## config.mk

```make
export PLATFORM = sky130hd
export DESIGN_NAME = hazard_stall_unit_flat
export DESIGN_NICKNAME = d
export VERILOG_FILES = /design/src/rtl/hazard_stall_unit_pkg.sv /design/src/rtl/hazard_stall_unit_if.sv /design/src/rtl/hazard_stall_unit_detect.sv /design/src/rtl/hazard_stall_unit.sv /design/src/flat_wrapper.sv
export SDC_FILE = /design/constraint.sdc
export NUM_CORES = 1
export LEC_CHECK = 0
export ABC_AREA = 1
export CAP_MARGIN = 20
export CORE_MARGIN = 1.5
export CORE_UTILIZATION = 43
export CTS_BUF_LIST = sky130_fd_sc_hd__clkbuf_8 sky130_fd_sc_hd__clkbuf_16
export DETAILED_ROUTE_END_ITERATION = 8
export PLACE_DENSITY = 0.95
export SLEW_MARGIN = 10
export SYNTH_ARGS = -nofsm -noshare
export SYNTH_HDL_FRONTEND = slang
export SYNTH_SLANG_ARGS = --single-unit
```

## constraint.sdc

```tcl
create_clock -name Clk -period 2.2 [get_ports Clk]
set_input_delay 0.44 -clock Clk [delete_from_list [all_inputs] [get_ports Clk]]
set_output_delay 0.44 -clock Clk [all_outputs]
set_load 0.01 [all_outputs]
```

## src/rtl/hazard_stall_unit_pkg.sv

```systemverilog
// rtl/hazard_stall_unit_pkg.sv - shared encodings and constants for the hazard stall unit
package hazard_pkg;

  typedef enum logic [1:0] {
    RUN     = 2'd0,
    STALL   = 2'd1,
    MEMWAIT = 2'd2
  } stall_state_e;

  localparam logic [4:0] REG_ZERO = 5'd0;

  localparam logic [1:0] STALL_N0 = 2'd0;
  localparam logic [1:0] STALL_N1 = 2'd1;
  localparam logic [1:0] STALL_N2 = 2'd2;

  function automatic logic [1:0] max_n(input logic [1:0] a, input logic [1:0] b);
    return (a > b) ? a : b;
  endfunction

endpackage

```

## src/rtl/hazard_stall_unit_if.sv

```systemverilog
// rtl/hazard_stall_unit_if.sv - pipeline-to-hazard-unit bundle; HAZARD_PERF_CNT_EN adds perf counters
interface hazard_if #(
  parameter int REG_ADDR_W = 5
);
  logic [REG_ADDR_W-1:0] ID_rs;
  logic [REG_ADDR_W-1:0] ID_rt;
  logic                  ID_UsesRt;
  logic                  ID_Branch;
  logic                  Branch_Taken;
  logic                  Jump;
  logic                  EX_MemRead;
  logic                  EX_RegWrite;
  logic [REG_ADDR_W-1:0] EX_rt;
  logic [REG_ADDR_W-1:0] EX_rd;
  logic                  MEM_MemRead;
  logic [REG_ADDR_W-1:0] MEM_rd;
  logic                  Mem_Busy;

  logic                  PCWrite;
  logic                  IF_ID_Write;
  logic                  ID_EX_Bubble;
  logic                  Pipe_Freeze;
  logic                  IF_Flush;
  logic [1:0]            Stall_State;
`ifdef HAZARD_PERF_CNT_EN
  logic [31:0]           Stall_Cycles;
  logic [31:0]           Flush_Count;
`endif

  modport master (
    output ID_rs, ID_rt, ID_UsesRt, ID_Branch, Branch_Taken, Jump,
           EX_MemRead, EX_RegWrite, EX_rt, EX_rd, MEM_MemRead, MEM_rd, Mem_Busy,
    input  PCWrite, IF_ID_Write, ID_EX_Bubble, Pipe_Freeze, IF_Flush, Stall_State
`ifdef HAZARD_PERF_CNT_EN
    , input Stall_Cycles, Flush_Count
`endif
  );

  modport slave (
    input  ID_rs, ID_rt, ID_UsesRt, ID_Branch, Branch_Taken, Jump,
           EX_MemRead, EX_RegWrite, EX_rt, EX_rd, MEM_MemRead, MEM_rd, Mem_Busy,
    output PCWrite, IF_ID_Write, ID_EX_Bubble, Pipe_Freeze, IF_Flush, Stall_State
`ifdef HAZARD_PERF_CNT_EN
    , output Stall_Cycles, Flush_Count
`endif
  );

endinterface

```

## src/rtl/hazard_stall_unit_detect.sv

```systemverilog
// rtl/hazard_stall_unit_detect.sv - combinational hazard classifier (hit and stall length)
module hazard_detect
  import hazard_pkg::*;
#(
  parameter int REG_ADDR_W = 5
) (
  input  logic [REG_ADDR_W-1:0] id_rs_i,
  input  logic [REG_ADDR_W-1:0] id_rt_i,
  input  logic                  id_usesrt_i,
  input  logic                  id_branch_i,
  input  logic                  ex_memread_i,
  input  logic                  ex_regwrite_i,
  input  logic [REG_ADDR_W-1:0] ex_rt_i,
  input  logic [REG_ADDR_W-1:0] ex_rd_i,
  input  logic                  mem_memread_i,
  input  logic [REG_ADDR_W-1:0] mem_rd_i,
  output logic                  hit_o,
  output logic [1:0]            n_o
);

  // A producer matches when it writes a real register that ID reads; $zero never matches.
  function automatic logic reg_match(
    input logic [REG_ADDR_W-1:0] r,
    input logic [REG_ADDR_W-1:0] rs,
    input logic [REG_ADDR_W-1:0] rt,
    input logic                  uses_rt
  );
    return (r != REG_ADDR_W'(REG_ZERO)) && ((r == rs) || (uses_rt && (r == rt)));
  endfunction

  logic lu_hit;
  logic ba_hit;
  logic bm_hit;

  assign lu_hit = ex_memread_i && reg_match(ex_rt_i, id_rs_i, id_rt_i, id_usesrt_i);
  assign ba_hit = id_branch_i && ex_regwrite_i && !ex_memread_i &&
                  reg_match(ex_rd_i, id_rs_i, id_rt_i, id_usesrt_i);
  assign bm_hit = id_branch_i && mem_memread_i &&
                  reg_match(mem_rd_i, id_rs_i, id_rt_i, id_usesrt_i);

  // Longest required stall wins when several hazard classes fire together.
  always_comb begin
    n_o = STALL_N0;
    if (ba_hit || bm_hit) n_o = STALL_N1;
    if (lu_hit) n_o = max_n(n_o, id_branch_i ? STALL_N2 : STALL_N1);
    hit_o = lu_hit || ba_hit || bm_hit;
  end

endmodule

```

## src/rtl/hazard_stall_unit.sv

```systemverilog
// rtl/hazard_stall_unit.sv - stall/flush/freeze FSM for the 5-stage pipe; HAZARD_PERF_CNT_EN adds perf counters
module hazard_stall_unit
  import hazard_pkg::*;
#(
  parameter int REG_ADDR_W = 5,
  parameter int MAX_STALL  = 2
) (
  input logic     Clk,
  input logic     Reset,
  hazard_if.slave hz
);

  localparam int CNT_W = (MAX_STALL > 1) ? $clog2(MAX_STALL) : 1;

  stall_state_e     state_q, state_d;
  stall_state_e     saved_q, saved_d;
  stall_state_e     cur_state;
  logic [CNT_W-1:0] cnt_q, cnt_d;
  logic             hit;
  logic [1:0]       stall_n;
  logic             pc_w, ifid_w, bubble, freeze, flush;

  hazard_detect #(.REG_ADDR_W(REG_ADDR_W)) u_detect (
    .id_rs_i       (hz.ID_rs),
    .id_rt_i       (hz.ID_rt),
    .id_usesrt_i   (hz.ID_UsesRt),
    .id_branch_i   (hz.ID_Branch),
    .ex_memread_i  (hz.EX_MemRead),
    .ex_regwrite_i (hz.EX_RegWrite),
    .ex_rt_i       (hz.EX_rt),
    .ex_rd_i       (hz.EX_rd),
    .mem_memread_i (hz.MEM_MemRead),
    .mem_rd_i      (hz.MEM_rd),
    .hit_o         (hit),
    .n_o           (stall_n)
  );

  // State, stall counter and the state parked during a memory wait.
  always_ff @(posedge Clk or negedge Reset) begin
    if (!Reset) begin
      state_q <= RUN;
      saved_q <= RUN;
      cnt_q   <= '0;
    end else begin
      state_q <= state_d;
      saved_q <= saved_d;
      cnt_q   <= cnt_d;
    end
  end

  // Next state and output decode; leaving MEMWAIT behaves as the saved state in the same cycle.
  always_comb begin
    state_d   = state_q;
    saved_d   = saved_q;
    cnt_d     = cnt_q;
    pc_w      = 1'b1;
    ifid_w    = 1'b1;
    bubble    = 1'b0;
    freeze    = 1'b0;
    flush     = 1'b0;
    cur_state = (state_q == MEMWAIT) ? saved_q : state_q;

    if (hz.Mem_Busy) begin
      freeze  = 1'b1;
      pc_w    = 1'b0;
      ifid_w  = 1'b0;
      state_d = MEMWAIT;
      saved_d = cur_state;
    end else begin
      case (cur_state)
        STALL: begin
          pc_w   = 1'b0;
          ifid_w = 1'b0;
          bubble = 1'b1;
          if (cnt_q != '0) begin
            cnt_d   = cnt_q - CNT_W'(1);
            state_d = (cnt_q == CNT_W'(1)) ? RUN : STALL;
          end else begin
            state_d = RUN;
          end
        end
        default: begin
          state_d = RUN;
          if (hit) begin
            pc_w   = 1'b0;
            ifid_w = 1'b0;
            bubble = 1'b1;
            if (stall_n > STALL_N1) begin
              cnt_d   = CNT_W'(stall_n - STALL_N1);
              state_d = STALL;
            end
          end else begin
            flush = hz.Branch_Taken || hz.Jump;
          end
        end
      endcase
    end
  end

  assign hz.PCWrite      = Reset & pc_w;
  assign hz.IF_ID_Write  = Reset & ifid_w;
  assign hz.ID_EX_Bubble = ~Reset | bubble;
  assign hz.Pipe_Freeze  = Reset & freeze;
  assign hz.IF_Flush     = Reset & flush;
  assign hz.Stall_State  = Reset ? state_q : RUN;

`ifdef HAZARD_PERF_CNT_EN
  logic [31:0] stall_cyc_q, flush_cnt_q;

  // Saturating counters of lost cycles and flushes.
  always_ff @(posedge Clk or negedge Reset) begin
    if (!Reset) begin
      stall_cyc_q <= '0;
      flush_cnt_q <= '0;
    end else begin
      if ((bubble || freeze) && (stall_cyc_q != '1)) stall_cyc_q <= stall_cyc_q + 32'd1;
      if (flush && (flush_cnt_q != '1)) flush_cnt_q <= flush_cnt_q + 32'd1;
    end
  end

  assign hz.Stall_Cycles = stall_cyc_q;
  assign hz.Flush_Count  = flush_cnt_q;
`endif

endmodule

```

## src/flat_wrapper.sv

```systemverilog
// flat-port wrapper written by rule: the top's interface ports become plain ports
module hazard_stall_unit_flat import hazard_pkg::*;
#(
  parameter int REG_ADDR_W = 5,
  parameter int MAX_STALL  = 2
)
  (Clk, Reset, hz_ID_rs, hz_ID_rt, hz_ID_UsesRt, hz_ID_Branch, hz_Branch_Taken, hz_Jump, hz_EX_MemRead, hz_EX_RegWrite, hz_EX_rt, hz_EX_rd, hz_MEM_MemRead, hz_MEM_rd, hz_Mem_Busy, hz_PCWrite, hz_IF_ID_Write, hz_ID_EX_Bubble, hz_Pipe_Freeze, hz_IF_Flush, hz_Stall_State);
  hazard_if #(.REG_ADDR_W(REG_ADDR_W)) hz_i ();
  input logic Clk;
  input logic Reset;
  input wire logic [$bits(hz_i.ID_rs)-1:0] hz_ID_rs;
  input wire logic [$bits(hz_i.ID_rt)-1:0] hz_ID_rt;
  input wire logic [$bits(hz_i.ID_UsesRt)-1:0] hz_ID_UsesRt;
  input wire logic [$bits(hz_i.ID_Branch)-1:0] hz_ID_Branch;
  input wire logic [$bits(hz_i.Branch_Taken)-1:0] hz_Branch_Taken;
  input wire logic [$bits(hz_i.Jump)-1:0] hz_Jump;
  input wire logic [$bits(hz_i.EX_MemRead)-1:0] hz_EX_MemRead;
  input wire logic [$bits(hz_i.EX_RegWrite)-1:0] hz_EX_RegWrite;
  input wire logic [$bits(hz_i.EX_rt)-1:0] hz_EX_rt;
  input wire logic [$bits(hz_i.EX_rd)-1:0] hz_EX_rd;
  input wire logic [$bits(hz_i.MEM_MemRead)-1:0] hz_MEM_MemRead;
  input wire logic [$bits(hz_i.MEM_rd)-1:0] hz_MEM_rd;
  input wire logic [$bits(hz_i.Mem_Busy)-1:0] hz_Mem_Busy;
  output wire logic [$bits(hz_i.PCWrite)-1:0] hz_PCWrite;
  output wire logic [$bits(hz_i.IF_ID_Write)-1:0] hz_IF_ID_Write;
  output wire logic [$bits(hz_i.ID_EX_Bubble)-1:0] hz_ID_EX_Bubble;
  output wire logic [$bits(hz_i.Pipe_Freeze)-1:0] hz_Pipe_Freeze;
  output wire logic [$bits(hz_i.IF_Flush)-1:0] hz_IF_Flush;
  output wire logic [$bits(hz_i.Stall_State)-1:0] hz_Stall_State;
  assign hz_i.ID_rs = hz_ID_rs;
  assign hz_i.ID_rt = hz_ID_rt;
  assign hz_i.ID_UsesRt = hz_ID_UsesRt;
  assign hz_i.ID_Branch = hz_ID_Branch;
  assign hz_i.Branch_Taken = hz_Branch_Taken;
  assign hz_i.Jump = hz_Jump;
  assign hz_i.EX_MemRead = hz_EX_MemRead;
  assign hz_i.EX_RegWrite = hz_EX_RegWrite;
  assign hz_i.EX_rt = hz_EX_rt;
  assign hz_i.EX_rd = hz_EX_rd;
  assign hz_i.MEM_MemRead = hz_MEM_MemRead;
  assign hz_i.MEM_rd = hz_MEM_rd;
  assign hz_i.Mem_Busy = hz_Mem_Busy;
  assign hz_PCWrite = hz_i.PCWrite;
  assign hz_IF_ID_Write = hz_i.IF_ID_Write;
  assign hz_ID_EX_Bubble = hz_i.ID_EX_Bubble;
  assign hz_Pipe_Freeze = hz_i.Pipe_Freeze;
  assign hz_IF_Flush = hz_i.IF_Flush;
  assign hz_Stall_State = hz_i.Stall_State;
  hazard_stall_unit #(.REG_ADDR_W(REG_ADDR_W), .MAX_STALL(MAX_STALL)) u_core (.Clk(Clk), .Reset(Reset), .hz(hz_i));
endmodule
```

== After elaboration in Yosys (flattened, before gate mapping) ==
Index checks and enable logic that the tools add are counted.

* Register bits after elaboration: 4
* Input bits: 35
* Output and inout bits: 7
* Logic and storage cells: 60

* Order comparisons: 2
* Equal/unequal tests: 8
* Mux-type cells: 20
* Bitwise gates (word level): 5
* Reductions and logical operators: 23

{| class="wikitable"
|+ Operators with widths
! kind !! number
|-
| $eq 5x5->1 || 6
|-
| $mux 2 || 8
|-
| $reduce_bool 5->1 || 3
|-
| $logic_and 1x1->1 || 12
|-
| $mux 1 || 12
|-
| $logic_or 1x1->1 || 7
|-
| $and 1x1->1 || 3
|-
| $eq 2x1->1 const B || 1
|-
| $eq 2x2->1 const B || 1
|-
| $gt 2x1->1 const B || 1
|-
| $gt 2x2->1 || 1
|-
| $logic_not 1->1 || 1
|-
| $not 1->1 || 1
|-
| $or 1x1->1 || 1
|}

== Logic depth before layout (Yosys ltp) ==
Gate-level depths: netlist of the first run.

* Depth after elaboration: 15
* Gate-level depth with buffers: 12
* Depth with buffers taken out: 11

== By module ==
From an unflattened synthesis of the first run, not the netlist that was laid out.

* Cell total of the unflattened synthesis: 179
* Area total of the unflattened synthesis: 845.8 um^2

{| class="wikitable"
|+ By module, submodules not included
! module !! times used !! cells each !! area each (um^2) !! sequential area each (um^2)
|-
| hazard_detect || 1 || 146 || 619.3 || 0.0
|-
| hazard_stall_unit || 1 || 33 || 226.5 || 100.1
|}

== Worst setup path after synthesis of the first run ==
No wires, ideal clock.

* Kind: input -> output
* Start: input hz_EX_rt[3]
* End: output hz_PCWrite
* Data arrival time: 1.241 ns
* Data required time: 1.760 ns
* Setup slack: 0.519 ns
* Stages on the path: 10
* Path buffers: 1
* Cell sequence: inv_1 > nand4_1 > o21ai_0 > inv_1 > nand2_2 > nand2_2 > inv_2 > nand3_2 > inv_1 > buf_4

* Cells in the longest elaborated chain, start to end: 11
* Elaborated cells between the ends (all ways): 13
* Classes of those cells: eq/ne (2); mux (3); bitwise (1); reduce/logical (7)

{| class="wikitable"
|+ Ends and longest elaborated chain
! element !! line !! RTL
|-
| start: declaration || flat_wrapper.sv:19 || <nowiki>input wire logic [$bits(hz_i.EX_rt)-1:0] hz_EX_rt;</nowiki>
|-
| $eq 5x5->1 || hazard_stall_unit_detect.sv:28 || <nowiki>return (r != REG_ADDR_W'(REG_ZERO)) && ((r == rs) || (uses_rt && (r == rt)));</nowiki>
|-
| $logic_and 1x1->1 || hazard_stall_unit_detect.sv:28 ||
|-
| $logic_or 1x1->1 || hazard_stall_unit_detect.sv:28 ||
|-
| $logic_and 1x1->1 (*) || hazard_stall_unit_detect.sv:28 ||
|-
| $logic_and 1x1->1 (*) || hazard_stall_unit_detect.sv:35 || <nowiki>assign lu_hit = ex_memread_i && reg_match(ex_rt_i, id_rs_i, id_rt_i, id_usesrt_i);</nowiki>
|-
| $logic_or 1x1->1 (*) (2 in a row) || hazard_stall_unit_detect.sv:46 || <nowiki>hit_o = lu_hit || ba_hit || bm_hit;</nowiki>
|-
| $mux 1 (*) (3 in a row) || n/a ||
|-
| $and 1x1->1 (*) || n/a ||
|-
| end: declaration || flat_wrapper.sv:24 || <nowiki>output wire logic [$bits(hz_i.PCWrite)-1:0] hz_PCWrite;</nowiki>
|}

Mark *: on every way between the ends. The rest lies on a longest branch, timed or not.

== Final worst setup path of the first run ==
* Start: input Reset
* End: output hz_Pipe_Freeze

* Cells in the longest elaborated chain, start to end: 1

{| class="wikitable"
|+ Ends and longest elaborated chain
! element !! line !! RTL
|-
| start: declaration || flat_wrapper.sv:10 || <nowiki>input logic Reset;</nowiki>
|-
| $and 1x1->1 || hazard_stall_unit.sv:103 || <nowiki>assign hz.Pipe_Freeze = Reset & freeze;</nowiki>
|-
| end: declaration || flat_wrapper.sv:27 || <nowiki>output wire logic [$bits(hz_i.Pipe_Freeze)-1:0] hz_Pipe_Freeze;</nowiki>
|}

Every way passes these cells.

==> out/qor.csv, run 1 <==
metric;value;unit
outcome;complete, no violations;
Avg Synthesized Cell Area;4.64;µm²
commonest register cell after synthesis;dfrtp_1;
fill count;157;
final setup fails;0;
RSZ-0062 raised after global routing;no;
initial antenna violation count;0;
vias in the first global route;1024;
crit path max fanout;8;
Cell variety after synth;16;
FF-to-FF path depth;5;
Die Width;47.1;µm
Chip Height;47.1;µm
Synth Register Bits;4;
Final #Nets;267;
pin count of the biggest net entering global routing;9;
# diodes;0;
Worst Hold Class;reg -> reg;
number of H-tree levels;1;
total track usage;26.7;%
CTS tree;built;
Endpoint, Worst Hold;u_core.saved_q[1];
clk_lat worst skew;0.22;ns
hold depth;2;
Area after DPL;0.00132;mm²
Placer Congestion;0.913;
ys async rst share;100;%
Worst Hold Slack;0.494;ns
maximum VDD drop;0.000250;V
Yosys warning count;0;
reg2reg setup slack;1.24;ns
Mapped Nets;215;
leak pwr;0.884;nW
IO buf count;41;
worst setup path class;in -> out;
Slew HR;81.8;%
Mapped Cells;180;
wire per inst;10.5;µm
post-synthesis sequential area ratio;12.0;%
Post-DP HPWL;2.10;mm
Die Area;0.00222;mm²
synth top area cells;nand2_1, dfrtp_1, inv_1, nor2_1, nand3_1;
Clock transition at path regs;0.03;ns
WL final;2.68;mm
Final Hold Viols;0;
standard-cell row count;15;
synthesis-to-layout area growth;59.3;%
Max Slew Vio Count;0;
DRT iter0 DRCs;39;
DRC;0;
Commonest cells post-synth;nand2_1, inv_1, nor2_1;
Syn Std Cell Area;836;µm²
worst r2r src;u_core.saved_q[0];
clock sink count;4;
Fmax;467;MHz
TritonRoute pass-1 iters;4;
EDFF count, synth;0;
Worst EP arrival;1.70;ns
Clock Path Buffers;2;
RR Endpoint;u_core.state_q[0];
Core ar.;0.00178;mm²
min-delay src;u_core.saved_q[1];
fin crit period;2.14;ns
routed via count;1198;
cts hold-fix bufs;0;
P per Cell Area;323;mW/mm²
Starting Density;46.9;%
Root Buffer;clkbuf_8;
Clock Skew;0.00229;ns
post-route ant nets;0;
period utilization;97.3;%
Worst Path Required;1.76;ns
share of layout cells above drive strength 1;15.7;%
Synth top area share;40.0;%
cell area after layout;0.00133;mm²
Worst setup SP type;input port;
Setup Buffers After CTS;0;
GRT Residual Overflow;0;
vias per inst;4.70;
cell taking the most area after synthesis;nand2_1;
I/O pin count;42;
Least-Margin Pin Slew;0.271;ns
cell with the most instances after synthesis;nand2_1;
CP endpoint kind;primary output;
max-cap viol count;0;
first-pass GRT wire length;4.20;mm
Num CTS Buffers;3;
-- worst max-delay path, cell delays in order --
cell and delay [ns]:
clkdlybuf4s50_1 0.49, buf_6 0.14, nand2_1 0.06, inv_1 0.04, clkdlybuf4s50_1 0.52
-- flip-flops by register name, indices dropped and copies added, names as in the netlist --
name and count:
u_core.saved_q 2, u_core.state_q 2
-- per-stage QoR --
| step | setup TNS, ns | utilization (%) | power (mW) | instances | setup slack (ns) |
|---|---|---|---|---|---|
| 2_1_floorplan | 0 | - | 0.170 | 180 | 0.519 |
| 4_1_cts | 0 | 74.9 | 0.430 | 255 | 0.00864 |
| 6_report | 0 | 74.7 | 0.430 | 255 | 0.0598 |
| 3_3_place_gp | -1.71 | 74.2 | 0.286 | 252 | -0.456 |
| 3_5_place_dp | -1.82 | 74.2 | 0.288 | 252 | -0.471 |
| 5_1_grt | 0 | 74.7 | 0.460 | 255 | 0.00774 |
-- power by group --
| group | switching (mW) | internal, mW |
|---|---|---|
| Combinational | 0.106 | 0.0898 |
| Clock | 0.0402 | 0.117 |
| Sequential | 0.00123 | 0.0759 |
-- layout make-up --
| cell class | instances | area, µm² | share of cell area [%] |
|---|---|---|---|
| Tap cell | 25 | 31.3 | 2.35 |
| Inverter | 35 | 131 | 9.87 |
| Clock buffer | 3 | 41.3 | 3.10 |
| Multi-Input combinational cell | 140 | 602 | 45.2 |
| Sequential cell | 4 | 100 | 7.52 |
| Timing Repair Buffer | 48 | 425 | 32.0 |
-- cell usage in the layout, fill, tap and decap left out, drive strengths merged --
cell / instances
inv: 35
dfrtp: 4
nor2: 23
nand2: 92
a21oi: 2
clkdlybuf4s15: 3
nand3: 10
o21ai: 7
a21boi: 1
nand4: 2
buf: 8
dlygate4sd2: 23
dlymetal6s2s: 3
clkdlybuf4s50: 8
clkbuf: 6
xnor2: 3
-- layer usage --
| layer | vias to the layer above | wire, µm | GRT usage [%] |
|---|---|---|---|
| met2 | 49 | 1230 | 44.9 |
| met5 | - | 0 | 0 |
| met1 | 507 | 1270 | 36.3 |
| li1 | 637 | - | - |
| met3 | 5 | 151 | 4.23 |
| met4 | 0 | 30 | 5.00 |
-- worst max-delay path by stage --
stage / startpoint / end / cells after the start
floorplan: hz_EX_rt[3] / hz_PCWrite / 10
CTS: hz_ID_Branch / hz_IF_Flush / 10
detailed placement: hz_EX_rd[3] / hz_ID_EX_Bubble / 12
global route: Reset / hz_Pipe_Freeze / 5
finish: Reset / hz_Pipe_Freeze / 5
global placement: hz_EX_rd[3] / hz_ID_EX_Bubble / 12
-- repair_timing --
action | in CTS | in global routing
endpoints found under the hold margin | 0 | 0
pin swaps | 4 | 0
endpoints found under the setup margin | 4 | 7
gates resized for setup | 39 | 13
-- logic make-up after synthesis --
kind of cell	Yosys count	synth area share [%]
AO/OA/AOI/OAI	10	6.74
XOR/XNOR	3	3.14
buffers and inverters	36	16.6
AND/OR/NAND/NOR	127	61.5
flip-flops	4	12.0
Power figures use the tool's default switching activity.
==> inputs of run 2 (changes only) <==
--- a/config.mk
+++ b/config.mk
@@ -5,10 +5,12 @@
 export SDC_FILE = /design/constraint.sdc
 export NUM_CORES = 1
 export LEC_CHECK = 0
-export ABC_AREA = 1
+export ABC_AREA = 0
 export CAP_MARGIN = 20
+export CELL_PAD_IN_SITES_DETAIL_PLACEMENT = 2
+export CELL_PAD_IN_SITES_GLOBAL_PLACEMENT = 2
 export CORE_MARGIN = 1.5
-export CORE_UTILIZATION = 43
+export CORE_UTILIZATION = 19
 export CTS_BUF_LIST = sky130_fd_sc_hd__clkbuf_8 sky130_fd_sc_hd__clkbuf_16
 export DETAILED_ROUTE_END_ITERATION = 8
 export PLACE_DENSITY = 0.95
==> run 2 against run 1 <==
  * The run now ends with setup timing left
  * Area after synthesis shrank 26%
  * Wire length up 35%
  * Hold slack got worse by 0.17 ns
  * Utilization down 26 points
  * Maximum frequency shrank 12%
  * Synthesized cell count decreased by 58%
  * Highest routed layer unchanged
==> out/qor.csv, run 2 <==
metric;value;unit
Num CTS Buffers;3;
period utilization;111;%
standard-cell row count;20;
FF-to-FF path depth;6;
Least-Margin Pin Slew;0.460;ns
Max Slew Vio Count;0;
CTS tree;built;
max-cap viol count;0;
pin count of the biggest net entering global routing;8;
post-route ant nets;0;
Worst Hold Class;in -> async;
ys async rst share;100;%
cts hold-fix bufs;0;
number of H-tree levels;1;
Clock Skew;0.00417;ns
Worst EP arrival;2.00;ns
routed via count;913;
crit-path max cell delay;0.52;ns
initial antenna violation count;0;
failing checks;setup timing;
Fmax;410;MHz
Final Hold Viols;0;
vias per inst;4.61;
post-synthesis sequential area ratio;16.3;%
final setup fails;4;
Final #Nets;191;
Synth top area share;38.5;%
GRT Residual Overflow;0;
EDFF count, synth;0;
DRC;0;
TritonRoute pass-1 iters;2;
Mapped Cells;76;
Worst Path Required;1.76;ns
most frequent cells in the layout;buf_4, xor2_1, buf_2, buf_6, xor2_2;
wire per inst;18.2;µm
Commonest cells post-synth;xor2_1, nor2_1, nor3_1;
Yosys warning count;0;
Placer Congestion;0.833;
clock sink count;4;
Starting Density;20.1;%
Area after DPL;0.00128;mm²
vias in the first global route;1100;
Critical Path Start;hz_MEM_rd[3];
Synth Register Bits;4;
Top Registers;u_core.saved_q (2), u_core.state_q (2);
I/O pin count;42;
Worst setup SP type;input port;
worst r2r src;u_core.state_q[1];
Core ar.;0.00305;mm²
Avg Synthesized Cell Area;8.08;µm²
CP endpoint kind;primary output;
Syn Std Cell Area;614;µm²
share of layout cells above drive strength 1;55.8;%
Post-DP HPWL;2.57;mm
Root Buffer;clkbuf_8;
Pwr Total;0.493;mW
cell taking the most area after synthesis;xor2_1;
synthesis-to-layout area growth;140;%
first-pass GRT wire length;5.07;mm
total track usage;19.8;%
leading cell type in the layout, fill and taps excluded;buf_4;
synth top area cells;xor2_1, dfrtp_1, nor3_1, a32oi_1, xnor2_1;
Slew HR;68.9;%
maximum VDD drop;0.000153;V
worst setup path class;in -> out;
fin worst setup slack;-0.241;ns
cell area after layout;0.00148;mm²
Clock Path Buffers;2;
Cell variety after synth;23;
IO buf count;41;
outcome;complete, but fails checks;
crit path max fanout;2;
cell with the most instances after synthesis;xor2_1;
P per Cell Area;334;mW/mm²
# diodes;0;
Die Area;0.00358;mm²
Mapped Nets;111;
leak pwr;0.666;nW
clk_lat worst skew;0.23;ns
DRT iter0 DRCs;21;
Chip Height;59.9;µm
Crit-path slowest cell;or4_4;
fin crit period;2.44;ns
Die Width;59.9;µm
RSZ-0062 raised after global routing;yes;
Final Util;48.4;%
RR Endpoint;u_core.state_q[0];
reg2reg setup slack;0.72;ns
WL final;3.61;mm
Clock transition at path regs;0.04;ns
critical-path cell list;buf_6, or4_4, o211ai_1, o22ai_2, buf_4, o41a_1, buf_2;
commonest register cell after synthesis;dfrtp_1;
## run 2: routing by layer
| layer | wire [µm] | global-route usage (%) |
|---|---|---|
| met1 | 1260 | 19.9 |
| met2 | 2140 | 41.5 |
| met3 | 131 | 1.30 |
| met4 | 86 | 6.67 |
| met5 | 0 | 0 |
## run 2: critical path, delay by kind of cell
family,cells,cell delay [ns]
buf+inv,3,0.38
simple gates,1,0.52
compound gates,3,0.64
## run 2: final cells by class
cell class	instances	area (µm²)
Sequential cell	4	100
Timing Repair Buffer	76	646
Clock buffer	3	41.3
Inverter	2	7.51
Tap cell	44	55.1
Fill cell	336	1580
Multi-Input combinational cell	69	627
## run 2: timing repair
item | 4_1_cts | 5_1_grt
pin swaps | 20 | 11
buffers inserted | 5 | 2
cloned | 0 | 0
resized for setup | 131 | 13
endpoints found under the setup margin | 7 | 4
## run 2: logic make-up after synthesis
| group | after synthesis | share of synthesized area [%] |
|---|---|---|
| AO/OA/AOI/OAI | 13 | 15.7 |
| XOR/XNOR | 30 | 42.8 |
| buffers and inverters | 3 | 2.44 |
| flip-flops | 4 | 16.3 |
| AND/OR/NAND/NOR | 26 | 22.8 |
## run 2: where the power goes
group	switching, mW	total, mW	internal (mW)
Clock	0.0497	0.167	0.118
Combinational	0.114	0.249	0.135
Sequential	0.00140	0.0771	0.0757
Total	0.165	0.493	0.329
## run 2: stage by stage
step / instances / worst slack [ns] / setup TNS (ns) / hold WS, ns
global route: 198 / -0.322 / -1.15 / 0.331
CTS: 196 / -0.213 / -0.606 / 0.291
detailed placement: 188 / -0.910 / -3.63 / 0.486
floorplan: 76 / 0.0817 / 0 / 0.144
finish: 198 / -0.241 / -0.778 / 0.328
global placement: 188 / -0.839 / -3.16 / 0.471
## run 2: worst max path at each step
stage | to | cells after the start
floorplan | hz_ID_EX_Bubble | 4
global placement | hz_ID_EX_Bubble | 6
detailed placement | hz_ID_EX_Bubble | 7
CTS | hz_ID_EX_Bubble | 7
global route | hz_ID_EX_Bubble | 7
finish | hz_ID_EX_Bubble | 7
==> RTL edit 1: new RTL, flow settings as in run 1 <==
Set the package constant `REG_ZERO` to 5'd1 (it was 5'd0).
--- a/src/rtl/hazard_stall_unit_pkg.sv
+++ b/src/rtl/hazard_stall_unit_pkg.sv
@@ -7,7 +7,7 @@
     MEMWAIT = 2'd2
   } stall_state_e;
 
-  localparam logic [4:0] REG_ZERO = 5'd0;
+  localparam logic [4:0] REG_ZERO = 5'd1;
 
   localparam logic [1:0] STALL_N0 = 2'd0;
   localparam logic [1:0] STALL_N1 = 2'd1;
Behaviour: not the same (a bounded check fails within 4 cycles, from zero or initial values and one cycle with Reset low).
==> RTL edit 1 against run 1 <==
  * First-iteration DRC count fell by 2.6%
  * Hold slack gained 0.011 ns
  * Design area increased by 1.7%
  * Combinational power increased by 8%
  * Via count up 7.2%
  * Area after synthesis is 0.15% lower
  * The flow now finishes with violations (negative setup slack)
  * Count of clock-buffer cells in the layout stayed put
  * Power is 1.9% higher
  * Register-to-register slack got worse by 0.08 ns
  * Fmax decreased by 4.6%
  * Routed wire length up 17%
  * Sequential cell count stayed put
  * Setup slack worse by 0.10 ns
==> RTL edit 1: results <==
[outcome]
status = complete, but fails checks
violations = negative setup slack

[layout]
nMultiInputCombCells = 138
n_all_inverters = 33
drive_above_1_share_pct = 25.6
layout.nets = 264
multi_input_area_um2 = 646
fill_cells = 148
buf_share_pct = 30.4

[sta]
setup_violations = 2
whs_ns = 0.505
skew_ns = 0.00240
worst_slack_ns = -0.0430

[synth]
synthTopCellsByCount = nand2_1, inv_1, nor2_1
yosysSeqAreaShare_pct = 12.0
synthDistinctLibCells = 17
synth.area.top_cells = nand2_1, dfrtp_1, inv_1
synth_fp_nets = 211

[power_and_ir_drop]
combPwrFrac_pct = 48.0
p_seq_share_pct = 17.7
swShare_pct = 34.7
ir_worst_vdd_mv = 0.248

[worst_setup_path]
path_max_fanout = 4
critPathTopFamily = simple AND/OR/NAND/NOR gates
reg2reg_depth = 4
max_stage_delay_ns = 0.35

[place]
dp_hpwl_um = 2260

[route]
wire_per_inst_um = 12.5

[global_routing]
grt_pass1_wl_um = 4660
-- RTL edit 1: cell count changes after synthesis, sizes merged --
cell   delta
a31oi     +3
nand4     -2
nor3      +3
nor2      -3
inv       -2
nand3     -1
o21ai     -2
-- RTL edit 1: cell families after synthesis --
group	count (synthesis)	share of synthesized area, %
xor gates and xnor gates	3	3.15
buffers and inverters	34	15.7
and+or+nand+nor	124	61.8
DFF	4	12.0
AOI/OAI and AO/OA	11	7.35
-- RTL edit 1: how the worst max path moves through the flow --
stage                           endpoint  depth (start not counted)          from
after detailed placement  hz_IF_ID_Write                          7   hz_EX_rd[2]
after floorplan               hz_PCWrite                         10   hz_ID_rt[2]
after CTS                     hz_PCWrite                         13  hz_MEM_rd[3]
final                        hz_IF_Flush                          7   hz_EX_rd[2]
after global placement       hz_IF_Flush                          7   hz_EX_rd[2]
after global routing         hz_IF_Flush                          7   hz_EX_rd[2]
-- RTL edit 1: stage by stage --
step	power [mW]	setup TNS [ns]	instance area (um2)
after global routing	0.467	-0.105	1350
after detailed placement	0.293	-1.98	1330
after CTS	0.432	0	1360
final	0.438	-0.0793	1350
after floorplan	0.171	0	835
after global placement	0.287	-1.97	1330
-- RTL edit 1: layer usage --
metal | vias up | track usage [%] | wire length, um
li1 | 628 | - | -
met1 | 577 | 30.7 | 1160
met2 | 66 | 60.3 | 1700
met3 | 13 | 4.23 | 196
met4 | 0 | 6.67 | 88
met5 | - | 0 | 0
-- RTL edit 1: what timing repair did --
item | 4_1_cts | 5_1_grt
endpoints found under the setup margin | 4 | 7
setup buffers | 0 | 0
gates resized for setup | 46 | 46
pin swaps | 3 | 1
==> RTL edit 2: new RTL, settings of run 1 <==
Without the edit above. `REG_ADDR_W` is set to 5 in 4 places; all go to 6.
--- a/src/rtl/hazard_stall_unit_if.sv
+++ b/src/rtl/hazard_stall_unit_if.sv
@@ -1,6 +1,6 @@
 // rtl/hazard_stall_unit_if.sv - pipeline-to-hazard-unit bundle; HAZARD_PERF_CNT_EN adds perf counters
 interface hazard_if #(
-  parameter int REG_ADDR_W = 5
+  parameter int REG_ADDR_W = 6
 );
   logic [REG_ADDR_W-1:0] ID_rs;
   logic [REG_ADDR_W-1:0] ID_rt;
--- a/src/rtl/hazard_stall_unit_detect.sv
+++ b/src/rtl/hazard_stall_unit_detect.sv
@@ -2,7 +2,7 @@
 module hazard_detect
   import hazard_pkg::*;
 #(
-  parameter int REG_ADDR_W = 5
+  parameter int REG_ADDR_W = 6
 ) (
   input  logic [REG_ADDR_W-1:0] id_rs_i,
   input  logic [REG_ADDR_W-1:0] id_rt_i,
--- a/src/rtl/hazard_stall_unit.sv
+++ b/src/rtl/hazard_stall_unit.sv
@@ -2,7 +2,7 @@
 module hazard_stall_unit
   import hazard_pkg::*;
 #(
-  parameter int REG_ADDR_W = 5,
+  parameter int REG_ADDR_W = 6,
   parameter int MAX_STALL  = 2
 ) (
   input logic     Clk,
--- a/src/flat_wrapper.sv
+++ b/src/flat_wrapper.sv
@@ -1,7 +1,7 @@
 // flat-port wrapper written by rule: the top's interface ports become plain ports
 module hazard_stall_unit_flat import hazard_pkg::*;
 #(
-  parameter int REG_ADDR_W = 5,
+  parameter int REG_ADDR_W = 6,
   parameter int MAX_STALL  = 2
 )
   (Clk, Reset, hz_ID_rs, hz_ID_rt, hz_ID_UsesRt, hz_ID_Branch, hz_Branch_Taken, hz_Jump, hz_EX_MemRead, hz_EX_RegWrite, hz_EX_rt, hz_EX_rd, hz_MEM_MemRead, hz_MEM_rd, hz_Mem_Busy, hz_PCWrite, hz_IF_ID_Write, hz_ID_EX_Bubble, hz_Pipe_Freeze, hz_IF_Flush, hz_Stall_State);
Interface: changed (5 resized); port bits go from 42 to 47. The function was not compared with the original's and may differ.
==> RTL edit 2 against run 1 <==
  * Sequential cell count unchanged
  * Cell count is 14% higher
  * Design area increased by 16%
  * Area after synthesis rose by 16%
  * Critical path type unchanged
  * Power is 7.1% higher
  * First-iteration DRC count is 15% lower
  * Setup slack better by 0.068 ns
  * Routed wire length grew 7.6%
  * Clock skew grew 0.00051 ns
  * Via count grew 14%
  * Fmax up 3.3%
==> RTL edit 2: results <==
[global_routing]
grt_pass1_vias = 1216
grt_start_max_net_pins = 9
antenna_found_initial = 0
grt_pass1_wl_um = 4840
track_usage_pct = 24.9

[clocking]
post_cts_buffers = 0
clock_latency_ns = 0.22
cts_root_buffer = clkbuf_8
cts_made_buffers = 3
clkSlewWorstSetupHoldPaths_ns = 0.03

[layout]
num_antenna_cells = 0
layout.nets = 305
top_regs = u_core.saved_q (2), u_core.state_q (2)
drive_above_1_share_pct = 17.5

[sta]
hold_viol_final = 0
skew_ns = 0.00280
tightest_slew_ns = 0.225

[route]
wirelength_um = 2890
dr.pass1.iters = 4
wire_per_inst_um = 9.92
drtIter0Drc = 33
via_count = 1362

[synth]
synth.area.top_cells = nand2_1, inv_1, dfrtp_1
synth_fa_ha_area_share_pct = 0
yosys.area_share.xor_xnor_pct = 4.52
synthDistinctLibCells = 17
synth_compound_area_share_pct = 7.61
synthTopCellsByCount = nand2_1, inv_1, nor2_1
yosys_warnings = 0
yosys-mux-area-fraction_pct = 0
yosysSeqAreaShare_pct = 10.3
async_flop_share_pct = 100
synth_flop_cell = dfrtp_1
synth_fp_nets = 248
synth.avg_cell_area_um2 = 4.66

[worst_setup_path]
crit_required_ns = 1.76
max_stage_delay_ns = 0.50
rrSetupSlack_ns = 1.12
critPathSlowestCell = clkdlybuf4s50_1
path_max_fanout = 2
critPathTopFamily = buffers and inverters

[hold_path]
hold_class = flip-flop to flip-flop

[power_and_ir_drop]
ir_worst_vdd_mv = 0.204
p_leak_nw = 1.04
power.switching_mw = 0.164

[place]
gp_congestion = 0.934
dp_hpwl_um = 2350
dp.cells = 288
io_buffers = 46

[floorplanning]
dieArea_mm2 = 0.00255

[outcome]
status = finished clean
## RTL edit 2: metal layers
metal,up-vias,routed length [um],GRT usage [%]
li1,724,-,-
met1,571,1180,27.9
met2,54,1420,44.5
met3,13,155,3.27
met4,0,127,14.9
met5,-,0,0
## RTL edit 2: worst register-to-register path: stages (launching register included)
cell and delay [ns]:
dfrtp_1 0.39, a21oi_1 0.17, inv_1 0.06, nand2_1 0.08, inv_1 0.07, nor4_2 0.21
## RTL edit 2: kinds of logic after synthesis
group                     Yosys count
DFF                                 4
and+or+nand+nor                   138
xor gates and xnor gates            5
buffers and inverters              48
AOI/OAI and AO/OA                  13
## RTL edit 2: final cells by class
cell class | count | area, um2
fill | 198 | 626
timing repair buffer | 53 | 485
multi-input combinational | 156 | 706
clock buffer | 3 | 41.3
sequential | 4 | 100
tap | 28 | 35.0
inverter | 47 | 176
## RTL edit 2: power groups by stage
stage	Clock, mW	Sequential, mW	Combinational, mW
floorplan	0	0.0771	0.102
global placement	0	0.0773	0.229
detailed placement	0	0.0774	0.233
CTS	0.164	0.0766	0.217
global route	0.164	0.0769	0.251
finish	0.160	0.0767	0.223
## RTL edit 2: repair_timing
| action | in CTS | in global routing |
|---|---|---|
| endpoints found under the hold margin | 0 | 0 |
| setup endpoints to repair | 4 | 7 |
| gates resized for setup | 57 | 18 |
| pin swaps | 6 | 6 |
## RTL edit 2: stage by stage
stage	hold WS, ns	power [mW]	instance area (um2)	setup WS, ns
final	0.481	0.460	1540	0.128
after global routing	0.528	0.492	1540	-0.0169
after CTS	0.487	0.458	1510	0.000549
after detailed placement	0.480	0.310	1510	-0.546
after global placement	0.465	0.307	1510	-0.481
after floorplan	0.144	0.179	970	0.484
## RTL edit 2: worst paths after layout
kind	start	end	cells past startpoint
setup / recovery	hz_ID_Branch	hz_ID_EX_Bubble	10
hold / removal	u_core.saved_q[1]	u_core.saved_q[1]	2
setup reg to reg	u_core.state_q[1]	u_core.state_q[0]	5
hold reg to reg	u_core.saved_q[1]	u_core.saved_q[1]	2
max in group asynchronous	Reset	u_core.saved_q[1]	2
min in group asynchronous	Reset	u_core.state_q[0]	2
